==> src/rtl/bit_insert_if.sv <==
// Request/response bundle for the bit-field insert unit.
// The master issues operands; the slave returns stall, ready, result and err.
interface bit_insert_if #(
  parameter int WIDTH = 32
);
  logic             start;
  logic             flush;
  logic [WIDTH-1:0] rs_data;
  logic [WIDTH-1:0] rt_data;
  logic [4:0]       pos;
  logic             stall;
  logic             ready;
  logic [WIDTH-1:0] result;
  logic             err;

  modport master (
    output start, flush, rs_data, rt_data, pos,
    input  stall, ready, result, err
  );

  modport slave (
    input  start, flush, rs_data, rt_data, pos,
    output stall, ready, result, err
  );
endinterface

==> src/rtl/bit_insert.sv <==
// Serial bit-field insert: writes a FIELD-bit byte into rt_data at offset pos,
// shifting the field and its mask one bit per cycle while the pipeline stalls.
module bit_insert #(
  parameter int WIDTH   = 32,
  parameter int FIELD   = 8,
  parameter int MAX_POS = WIDTH - FIELD
) (
  input  logic          clk,
  input  logic          rst,
  bit_insert_if.slave   bus
);

  typedef enum logic [1:0] {
    IDLE,
    SHIFT,
    DONE
  } state_t;

  localparam logic [WIDTH-1:0] FIELD_MASK = {{(WIDTH-FIELD){1'b0}}, {FIELD{1'b1}}};

  state_t           state;
  state_t           state_n;
  logic [WIDTH-1:0] data_q;
  logic [WIDTH-1:0] mask_q;
  logic [WIDTH-1:0] rt_q;
  logic [4:0]       cnt;
  logic [WIDTH-1:0] result_q;
  logic             err_q;
  logic             stall;
  logic             ready;
  logic             accept;
  logic             pos_bad;

  assign accept  = (state == IDLE) && bus.start && !bus.flush;
  assign pos_bad = int'(bus.pos) > MAX_POS;

  always_ff @(posedge clk or posedge rst) begin
    if (rst) begin
      state <= IDLE;
    end else begin
      state <= state_n;
    end
  end

  always_comb begin
    state_n = state;
    stall   = 1'b0;
    ready   = 1'b0;
    case (state)
      IDLE: begin
        if (accept) begin
          stall   = 1'b1;
          state_n = pos_bad ? DONE : SHIFT;
        end
      end
      SHIFT: begin
        stall = 1'b1;
        if (bus.flush) begin
          state_n = IDLE;
        end else if (cnt == '0) begin
          state_n = DONE;
        end
      end
      DONE: begin
        ready   = 1'b1;
        state_n = IDLE;
      end
      default: state_n = IDLE;
    endcase
  end

  // Masking rs_data (rather than slicing) zero-extends the field in one step.
  always_ff @(posedge clk or posedge rst) begin
    if (rst) begin
      data_q   <= '0;
      mask_q   <= '0;
      rt_q     <= '0;
      cnt      <= '0;
      result_q <= '0;
      err_q    <= 1'b0;
    end else begin
      case (state)
        IDLE: begin
          if (accept) begin
            data_q <= bus.rs_data & FIELD_MASK;
            mask_q <= FIELD_MASK;
            rt_q   <= bus.rt_data;
            cnt    <= bus.pos;
            if (pos_bad) begin
              result_q <= bus.rt_data;
              err_q    <= 1'b1;
            end
          end
        end
        SHIFT: begin
          if (!bus.flush) begin
            if (cnt != '0) begin
              data_q <= data_q << 1;
              mask_q <= mask_q << 1;
              cnt    <= cnt - 5'd1;
            end else begin
              result_q <= (rt_q & ~mask_q) | data_q;
              err_q    <= 1'b0;
            end
          end
        end
        default: ;
      endcase
    end
  end

  assign bus.stall  = stall;
  assign bus.ready  = ready;
  assign bus.result = result_q;
  assign bus.err    = err_q;

endmodule
==> src/flat_wrapper.sv <==
// flat-port wrapper written by rule: the top's interface ports become plain ports
module bit_insert_flat 
#(
  parameter int WIDTH   = 32,
  parameter int FIELD   = 8,
  parameter int MAX_POS = WIDTH - FIELD
)
  (clk, rst, bus_start, bus_flush, bus_rs_data, bus_rt_data, bus_pos, bus_stall, bus_ready, bus_result, bus_err);
  bit_insert_if #(.WIDTH(WIDTH)) bus_i ();
  input  logic clk;
  input  logic rst;
  input wire logic [$bits(bus_i.start)-1:0] bus_start;
  input wire logic [$bits(bus_i.flush)-1:0] bus_flush;
  input wire logic [$bits(bus_i.rs_data)-1:0] bus_rs_data;
  input wire logic [$bits(bus_i.rt_data)-1:0] bus_rt_data;
  input wire logic [$bits(bus_i.pos)-1:0] bus_pos;
  output wire logic [$bits(bus_i.stall)-1:0] bus_stall;
  output wire logic [$bits(bus_i.ready)-1:0] bus_ready;
  output wire logic [$bits(bus_i.result)-1:0] bus_result;
  output wire logic [$bits(bus_i.err)-1:0] bus_err;
  assign bus_i.start = bus_start;
  assign bus_i.flush = bus_flush;
  assign bus_i.rs_data = bus_rs_data;
  assign bus_i.rt_data = bus_rt_data;
  assign bus_i.pos = bus_pos;
  assign bus_stall = bus_i.stall;
  assign bus_ready = bus_i.ready;
  assign bus_result = bus_i.result;
  assign bus_err = bus_i.err;
  bit_insert #(.WIDTH(WIDTH), .FIELD(FIELD), .MAX_POS(MAX_POS)) u_core (.clk(clk), .rst(rst), .bus(bus_i));
endmodule
==> config.mk <==
export PLATFORM = sky130hd
export DESIGN_NAME = bit_insert_flat
export DESIGN_NICKNAME = d
export VERILOG_FILES = /design/src/rtl/bit_insert_if.sv /design/src/rtl/bit_insert.sv /design/src/flat_wrapper.sv
export SDC_FILE = /design/constraint.sdc
export NUM_CORES = 1
export LEC_CHECK = 0
export CAP_MARGIN = 20
export CORE_MARGIN = 3
export CORE_UTILIZATION = 52
export DETAILED_ROUTE_END_ITERATION = 10
export GPL_ROUTABILITY_DRIVEN = 0
export GPL_TIMING_DRIVEN = 0
export PLACE_DENSITY_LB_ADDON = 0.3
export SLEW_MARGIN = 20
export SYNTH_ARGS = -nofsm -noshare
export SYNTH_HDL_FRONTEND = slang
export SYNTH_SLANG_ARGS = --single-unit
==> constraint.sdc <==
create_clock -name clk -period 5.3 [get_ports clk]
set_clock_uncertainty 0.2 [all_clocks]
set_input_delay 1.06 -clock clk [delete_from_list [all_inputs] [get_ports clk]]
set_output_delay 1.06 -clock clk [all_outputs]
set_load 0.05 [all_outputs]
==> results of run 1 <==
==> state kept, by name, summed over array words and instances, names as in the netlist <==
signal and count:
u_core.mask_q 32, u_core.state 2, u_core.bus.err 1, u_core.cnt 5, u_core.data_q 32, u_core.bus.result 32, u_core.rt_q 32
==> cell families (layout without fill, tap and decap cells) <==
family / after synthesis / in the layout
buffers and inverters: 67 / 180
DFF: 136 / 136
adders and majority gates: 1 / 1
AOI/OAI and AO/OA: 155 / 155
and+or+nand+nor: 54 / 54
muxes: 64 / 64
==> area by class of cell <==
cell class | count | area (µm²) | share of cell area [%]
flip-flops and latches | 136 | 3400 | 46.3
clock buffers | 26 | 488 | 6.63
plain buffers | 29 | 148 | 2.01
well taps | 136 | 170 | 2.31
clock inverters | 3 | 65.1 | 0.885
multi-input cells | 274 | 2070 | 28.2
repair buffers | 84 | 858 | 11.7
inverters | 38 | 150 | 2.04
==> worst max-delay path: cells and delay by family <==
family / cells / cell delay (ns)
buf+inv: 2 / 1.38
simple gates: 3 / 0.46
==> how the worst max path moves through the flow <==
stage,depth (start not counted),to,startpoint,slack [ns]
final,5,bus_stall,bus_start,1.13
after global routing,5,bus_stall,bus_start,1.04
after CTS,5,bus_stall,bus_start,1.17
after detailed placement,5,bus_stall,bus_start,1.18
after global placement,2,u_core.bus.result[29],rst,-1.30
after floorplan,1,u_core.bus.err,rst,0.40
==> synth_stat cells, drive strengths merged <==
cell type / n
a31oi: 2
clkbuf: 13
a2bb2oi: 8
and2: 1
nor4b: 1
nand3: 1
o21ai: 41
nor3: 1
buf: 16
mux2: 64
inv: 38
a21oi: 33
a22o: 25
a22oi: 8
dfrtp: 136
o22ai: 33
o2bb2ai: 1
o21a: 1
nand2b: 2
nor2b: 3
a32oi: 2
o311ai: 1
nor2: 7
ha: 1
nand2: 38
==> per-stage QoR <==
| step | area, µm² | power [µW] | setup slack, ns | hold WS (ns) |
|---|---|---|---|---|
| global route | 7350 | 4040 | 1.04 | 0.318 |
| detailed placement | 6800 | 2760 | 1.18 | 0.295 |
| finish | 7350 | 3870 | 1.13 | 0.307 |
| global placement | 6770 | 2720 | -1.30 | 0.290 |
| CTS | 7350 | 3890 | 1.17 | 0.308 |
| floorplan | 5770 | 2330 | 0.401 | 0.274 |
==> routing by layer <==
| layer | up-vias | GRT usage, % | part of all wire, % |
|---|---|---|---|
| met5 | - | 0 | 0 |
| met4 | 0 | 7.79 | 2.0 |
| met3 | 22 | 5.68 | 5.4 |
| met2 | 147 | 37.0 | 49 |
| met1 | 2098 | 30.8 | 44 |
| li1 | 1909 | - | - |
==> report_power, final <==
group	total (µW)	internal (µW)	switching [µW]	leakage, µW
combinational	1340	563	773	0.00139
clock	1120	712	407	0.000271
sequential	1410	1270	143	0.00169
total	3870	2550	1320	0.00335
==> impl_results.md, run 1 <==
- Clock root buffer: clkbuf_8
- H-tree depth: 4
- N_diodes: 0
- Max VDD drop: 0.333 mV
- Maxcap violations: 0
- Pleak: 0.00335 µW
- Die Area: 0.0124 mm²
- CTS tree: yes
- Reg clk slew, reported paths: 0.05 ns
- Synth Area in XOR/XNOR: 0%
- Cells on worst reg2reg path: 7
- Area fraction in compound gates after synthesis: 17.0%
- DR vias/cell: 5.75
- Sequential share of the synthesized area: 59.0%
- Post-synthesis net count: 551
- Crit Path Class: input pin to output pin
- Slew Viols, Final: 0
- Yosys warnings: 0
- I/O pins: 108
- Worst R2R Start: u_core.cnt[0]
- Largest family of logic cells by synthesized area: compound AO/OA/AOI/OAI gates
- Core area: 0.0106 mm²
- CP Cell Sequence: clkdlybuf4s50_1, nor2b_1, nor2_1, nor2_1, clkdlybuf4s50_1
- CP endpoint kind: output pin
- Chip width: 111 µm
- Die height: 111 µm
- Crit Path Max Fanout: 3
- Post-CTS setup buffer count: 0
- Initial Util: 54.6%
- RSZ-0062 raised after global routing: false
- I/O Buffers: 83
- Cell area power density: 526 mW/mm²
- Routed Wire Length: 13500 µm
- First-pass GRT wire length: 23000 µm
- Clock sinks: 136
- Post-Synth Adder-Cell Area: 0.217%
- Synth top area share: 59.0%
- Layout area overhead: 27.6%
- Placed instance count: 697
- Most frequent cells in the layout: dfrtp_1 (136), clkdlybuf4s50_1 (83), o21ai_0 (40)
- Routed len/inst: 18.6 µm
- Yosys cell types: 30
- Area leader, netlist: dfrtp_1
- Vias: 4176
- Max-slew headroom: 58.7%
- Crit path DAT: 2.91 ns
- Post-Syn Area: 0.00577 mm²
- Post-Synthesis Cells: 477
- Hold Path Class: flip-flop to flip-flop
- Share of cells above drive strength 1: 18.0%
- Row count: 37
- Setup TNS: 0 ns
- End of the worst hold path: u_core.rt_q[10]
- Area fraction in and, or, nand and nor cells after synthesis: 4.38%
- Hold-fix buffers, CTS: 0
- Min-delay src: u_core.rt_q[10]
- DRT Pass-1 Iters: 5
- CP max-delay cell: clkdlybuf4s50_1
- Remaining Overflow, GRT: 0
- Worst endpoint required time: 4.04 ns
- Final hold vios: 0
- Commonest non-fill, non-tap cell in the layout: dfrtp_1
- Post-synthesis register bit count: 136
- Final Critical Period: 4.17 ns
- Clk_lat worst skew: 0.52 ns
- Status: finished, final reports clean
- Filler cells: 743
- Final Util: 69.7%
- Pin count of the biggest net entering global routing: 76
- Post-synthesis mux area share: 14.3%
- CTS Buf Count: 17
- # resized after CTS: 0
- Top area cells in the synthesized netlist: dfrtp_1 (59%), mux2_4 (7.3%), mux2_2 (7.0%)
- Drt drc: 0
- Slew of the pin with the lowest slew margin: 0.616 ns
- Final Cycle Share: 78.7%
- Final nets: 654
- Worst Setup Start Kind: input pin
- Antenna viol nets, final: 0
- Non-filler cells, final: 726
- CP max stage delay: 0.84 ns
- Initial antenna violation count: 0
- HPWL Detailed: 8950 µm
- Avg Synthesized Cell Area: 12.1 µm²
- Maximum buffer depth of the clock tree: 2
- Detailed router's first-iteration violation count: 240
- Fmax: 240 MHz
- Total GRT Usage: 23.0%
- Final Setup Violations: 0
- R2R Path End: u_core.mask_q[18]
- Number of global-route vias before repair: 4543
- Hold Path Cell Cnt: 1
- Reg-to-reg slack, setup: 2.88 ns
Note: power is estimated with default switching activity, not from simulation.
==> inputs of run 2 (changes only) <==
Clock period 5.3 ns to 4.23 ns, I/O delays scaled along.
==> impl_results.md, run 2 (synthesized netlist as in run 1, its figures left out) <==
- Status: finished, final reports clean (unchanged)
- Die Area: 0.0124 mm² (unchanged)
- Max-slew headroom: 53.7% (was 58.7%)
- # resized after CTS: 0 (unchanged)
- Share of cells above drive strength 1: 19.5% (was 18.0%)
- Routed Wire Length: 13800 µm (was 13500 µm)
- Antenna viol nets, final: 0 (unchanged)
- Pin count of the biggest net entering global routing: 34 (was 76)
- Initial Util: 54.6% (unchanged)
- Clock power share: 31.5% (was 28.9%)
- Psw: 1710 µW (was 1320 µW)
- Worst Setup Start Kind: input pin (unchanged)
- Final Cycle Share: 88.3%
- Final nets: 657 (was 654)
- H-tree depth: 4 (unchanged)
- Fmax: 268 MHz
- Worst path bufs/invs: 2 (unchanged)
- Core area: 0.0106 mm² (unchanged)
- CP max-delay cell: clkdlybuf4s50_1 (unchanged)
- Filler cells: 715 (was 743)
- Vias: 4242 (was 4176)
- Drt drc: 0 (unchanged)
- Cell area power density: 674 mW/mm² (was 526 mW/mm²)
- I/O pins: 108 (unchanged)
- CP delay by family, top: buffers and inverters (unchanged)
- Most frequent cells in the layout: dfrtp_1 (136), clkdlybuf4s50_1 (83), o21ai_0 (40) (unchanged)
- HPWL Detailed: 9190 µm (was 8950 µm)
- Crit path DAT: 2.69 ns (was 2.91 ns)
- Row count: 37 (unchanged)
- Commonest non-fill, non-tap cell in the layout: dfrtp_1 (unchanged)
- Maximum buffer depth of the clock tree: 2 (unchanged)
- Routed len/inst: 18.9 µm (was 18.6 µm)
- RSZ-0062 raised after global routing: false (unchanged)
- Crit Path Class: input pin to output pin (unchanged)
- Layout area overhead: 29.8% (was 27.6%)
- Hold Path Class: flip-flop to flip-flop (unchanged)
- Reg clk slew, reported paths: 0.06 ns (was 0.05 ns)
- N_diodes: 0 (unchanged)
- Final Setup Violations: 0 (unchanged)
- CP endpoint kind: output pin (unchanged)
- Setup TNS: 0 ns (unchanged)
- Chip width: 111 µm (unchanged)
- Remaining Overflow, GRT: 0 (unchanged)
- Number of global-route vias before repair: 4551 (was 4543)
- CTS tree: yes (unchanged)
- Hold-fix buffers, CTS: 0 (unchanged)
- DR vias/cell: 5.80 (was 5.75)
- DRT Pass-1 Iters: 6 (was 5)
- Clock root buffer: clkbuf_8 (unchanged)
- Internal Dissipation: 3330 µW (was 2550 µW)
- Worst endpoint required time: 3.18 ns (was 4.04 ns)
- Post-CTS setup buffer count: 0 (unchanged)
- Total GRT Usage: 23.5% (was 23.0%)
- Maxcap violations: 0 (unchanged)
- Crit Path Max Fanout: 3 (unchanged)
- Share of power burned in registers: 35.1% (was 36.6%)
- CTS Buf Count: 17 (unchanged)
- Detailed router's first-iteration violation count: 343 (was 240)
- I/O Buffers: 83 (unchanged)
- Initial antenna violation count: 0 (unchanged)
- Final hold vios: 0 (unchanged)
- Final Util: 70.9% (was 69.7%)
- Slew of the pin with the lowest slew margin: 0.686 ns (was 0.616 ns)
- Slew Viols, Final: 0 (unchanged)
- CP max stage delay: 0.83 ns (was 0.84 ns)
- Die height: 111 µm (unchanged)
- CP Cell Sequence: clkdlybuf4s50_1, nor2b_1, nor2_1, nor2_1, clkdlybuf4s50_1 (unchanged)
- Logic pwr share: 33.4% (was 34.5%)
- Pleak: 0.00341 µW (was 0.00335 µW)
- First-pass GRT wire length: 23200 µm (was 23000 µm)
- Clk_lat worst skew: 0.53 ns (was 0.52 ns)
- Switch share: 33.9% (was 34.2%)
- Clock sinks: 136 (unchanged)
- Final Critical Period: 3.73 ns
- Max VDD drop: 0.475 mV (was 0.333 mV)
## run 2: worst paths after layout
path | start | to | slack [ns] | cells after the start
worst max-delay path | bus_start | bus_stall | 0.50 | 5
worst min-delay path | u_core.bus.result[11] | u_core.bus.result[11] | 0.31 | 1
worst max register to register | u_core.cnt[0] | u_core.mask_q[24] | 1.78 | 7
worst min register to register | u_core.bus.result[11] | u_core.bus.result[11] | 0.31 | 1
max in group asynchronous | rst | u_core.rt_q[30] | 2.64 | 4
min in group asynchronous | rst | u_core.bus.result[12] | 0.46 | 2
## run 2: area by class of cell
type	instances	area, µm²	area share, %
Tap cell	136	170	2.27
Multi-Input combinational cell	274	2070	27.7
Inverter	38	146	1.96
Clock buffer	19	432	5.77
Clock inverter	13	201	2.69
Buffer	29	148	1.97
Sequential cell	136	3400	45.5
Timing Repair Buffer	87	911	12.2
## run 2: power by group through the flow
stage	registers, µW	clock network [µW]	logic [µW]
finish	1770	1590	1680
detailed placement	1790	0	1680
CTS	1770	1600	1690
global placement	1770	0	1640
global route	1810	1660	1780
floorplan	2310	0	607
## run 2: through the flow
step	hold slack, ns	instances	instance area, µm²	setup WS [ns]	power (µW)
after CTS	0.312	732	7480	0.515	5060
after global routing	0.320	732	7480	0.454	5250
after global placement	0.289	696	6770	0.362	3410
after detailed placement	0.296	700	6850	0.526	3460
final	0.311	732	7480	0.495	5040
after floorplan	0.274	477	5770	1.48	2920
## run 2: worst register-to-register path, cell delays in order (launching register included)
cell      delay [ns]
dfrtp_1         0.38
inv_1           0.12
ha_1            0.25
nor4b_4         0.28
nor2_1          0.15
nand2_1         0.26
clkbuf_1        0.47
o22ai_1         0.18
## run 2: layer usage
metal / global-route usage (%) / wire length [µm] / share of wire (%) / vias up
li1: - / - / - / 1910
met1: 30.7 / 5870 / 43 / 2153
met2: 37.7 / 6800 / 49 / 153
met3: 6.33 / 882 / 6.4 / 26
met4: 9.00 / 246 / 1.8 / 0
met5: 0 / 0 / 0 / -
==> inputs of run 3 (changes only) <==
Settings changed: CORE_UTILIZATION 52 to 30.
==> impl_results.md, run 3 (synthesized netlist as in run 1, its figures left out) <==
- Worst endpoint required time: 3.18 ns (about the same)
- Fmax: 270 MHz (was 268 MHz)
- Clock root buffer: clkbuf_16 (was clkbuf_8)
- Chip width: 145 µm (was 111 µm)
- Max-slew headroom: 57.7% (was 53.7%)
- Post-DP Area: 0.00697 mm² (was 0.00685 mm²)
- Initial Util: 30.7% (was 54.6%)
- Crit Path Class: input pin to output pin (unchanged)
- Total GRT Usage: 14.6% (was 23.5%)
- Filler cells: 1783 (was 715)
- Share of cells above drive strength 1: 19.5% (unchanged)
- Core area: 0.0188 mm² (was 0.0106 mm²)
- Placed instance count: 798 (was 700)
- # resized after CTS: 0 (unchanged)
- Pleak: 0.00340 µW (was 0.00341 µW)
- Setup TNS: 0 ns (unchanged)
- Remaining Overflow, GRT: 0 (unchanged)
- HPWL Detailed: 10000 µm (was 9190 µm)
- Max VDD drop: 0.380 mV (was 0.475 mV)
- Slew Viols, Final: 0 (unchanged)
- CP endpoint kind: output pin (unchanged)
- Hold-fix buffers, CTS: 0 (unchanged)
- Final Critical Period: 3.70 ns (was 3.73 ns)
- Slew of the pin with the lowest slew margin: 0.630 ns (was 0.686 ns)
- Clock sinks: 136 (unchanged)
- Die height: 145 µm (was 111 µm)
- Final Setup Violations: 0 (unchanged)
- Crit Path Max Fanout: 3 (unchanged)
- Hold Path Class: flip-flop to flip-flop (unchanged)
- Routed len/inst: 17.1 µm (was 18.9 µm)
- Most frequent cells in the layout: dfrtp_1 (136), clkdlybuf4s50_1 (83), o21ai_0 (40) (unchanged)
- Post-CTS setup buffer count: 0 (unchanged)
- Final Cycle Share: 87.6% (was 88.3%)
- CTS Buf Count: 17 (unchanged)
- Drt drc: 0 (unchanged)
- Clk_lat worst skew: 0.42 ns (was 0.53 ns)
- Layout area overhead: 31.3% (was 29.8%)
- Reg clk slew, reported paths: 0.06 ns (about the same)
- Worst Setup Start Kind: input pin (unchanged)
- Vias: 4111 (was 4242)
- H-tree depth: 4 (unchanged)
- Detailed router's first-iteration violation count: 231 (was 343)
- Cell area power density: 653 mW/mm² (was 674 mW/mm²)
- DR vias/cell: 4.95 (was 5.80)
- Non-filler cells, final: 831 (was 732)
- CTS tree: yes (unchanged)
- Multi-input gate area: 0.00207 mm² (unchanged)
- Status: finished, final reports clean (unchanged)
- Reg area: 0.00340 mm² (unchanged)
- Commonest non-fill, non-tap cell in the layout: dfrtp_1 (unchanged)
- DRT Pass-1 Iters: 5 (was 6)
- Antenna viol nets, final: 0 (unchanged)
- Hold Slack: 0.305 ns (was 0.311 ns)
- Crit path DAT: 2.66 ns (was 2.69 ns)
- Pin count of the biggest net entering global routing: 35 (was 34)
- First-pass GRT wire length: 23500 µm (was 23200 µm)
- Final hold vios: 0 (unchanged)
- RSZ-0062 raised after global routing: false (unchanged)
- Initial antenna violation count: 1 (was 0)
- Maxcap violations: 0 (unchanged)
- Routed Wire Length: 14200 µm (was 13800 µm)
- Number of global-route vias before repair: 4409 (was 4551)
- Reg-to-reg slack, setup: 1.82 ns (was 1.78 ns)
- I/O Buffers: 83 (unchanged)
- Final nets: 657 (unchanged)
- Maximum buffer depth of the clock tree: 2 (unchanged)
- Fin area: 0.00757 mm² (was 0.00748 mm²)
- I/O pins: 108 (unchanged)
- Die Area: 0.0209 mm² (was 0.0124 mm²)
- Row count: 50 (was 37)
==> run 3: cell type report <==
class	count	area share (%)
multi-input cells	274	27.4
clock buffers	19	5.85
flip-flops and latches	136	44.9
diodes	1	0.0330
well taps	234	3.87
plain buffers	29	1.95
inverters	38	1.93
clock inverters	13	2.03
repair buffers	87	12.0
==> run 3: path summary, 6_finish.rpt <==
path	cells past startpoint	from	to
worst max-delay path	5	bus_start	bus_stall
worst min-delay path	1	u_core.bus.err	u_core.bus.err
worst max register to register	6	u_core.state[1]	u_core.mask_q[20]
worst min register to register	1	u_core.bus.err	u_core.bus.err
max in group asynchronous	5	rst	u_core.rt_q[26]
min in group asynchronous	2	rst	u_core.rt_q[10]
==> run 3: critical path, stage by stage <==
cell and delay, ns:
clkdlybuf4s50_1 0.50, nor2b_1 0.21, nor2_1 0.06, nor2_1 0.19, clkdlybuf4s50_1 0.85
==> run 3: through the flow <==
stage                     utilization [%]  power, µW  worst slack [ns]
after floorplan                         -       2920              1.48
after global placement               36.7       3440             0.238
after detailed placement             37.2       3480             0.558
after CTS                            40.3       5000             0.554
after global routing                 40.3       5190             0.458
final                                40.3       4950             0.526
==> run 3: metal layers <==
metal	vias up	GRT usage, %	routed length [µm]
met1	2097	19.5	6620
met2	87	23.2	6930
met3	6	3.74	552
met5	-	0	0
met4	0	5.06	97
li1	1921	-	-
==> run 3: where the power goes <==
part / switching [µW] / internal, µW
sequential: 174 / 1590
clock: 560 / 938
combinational: 971 / 710
total: 1700 / 3240
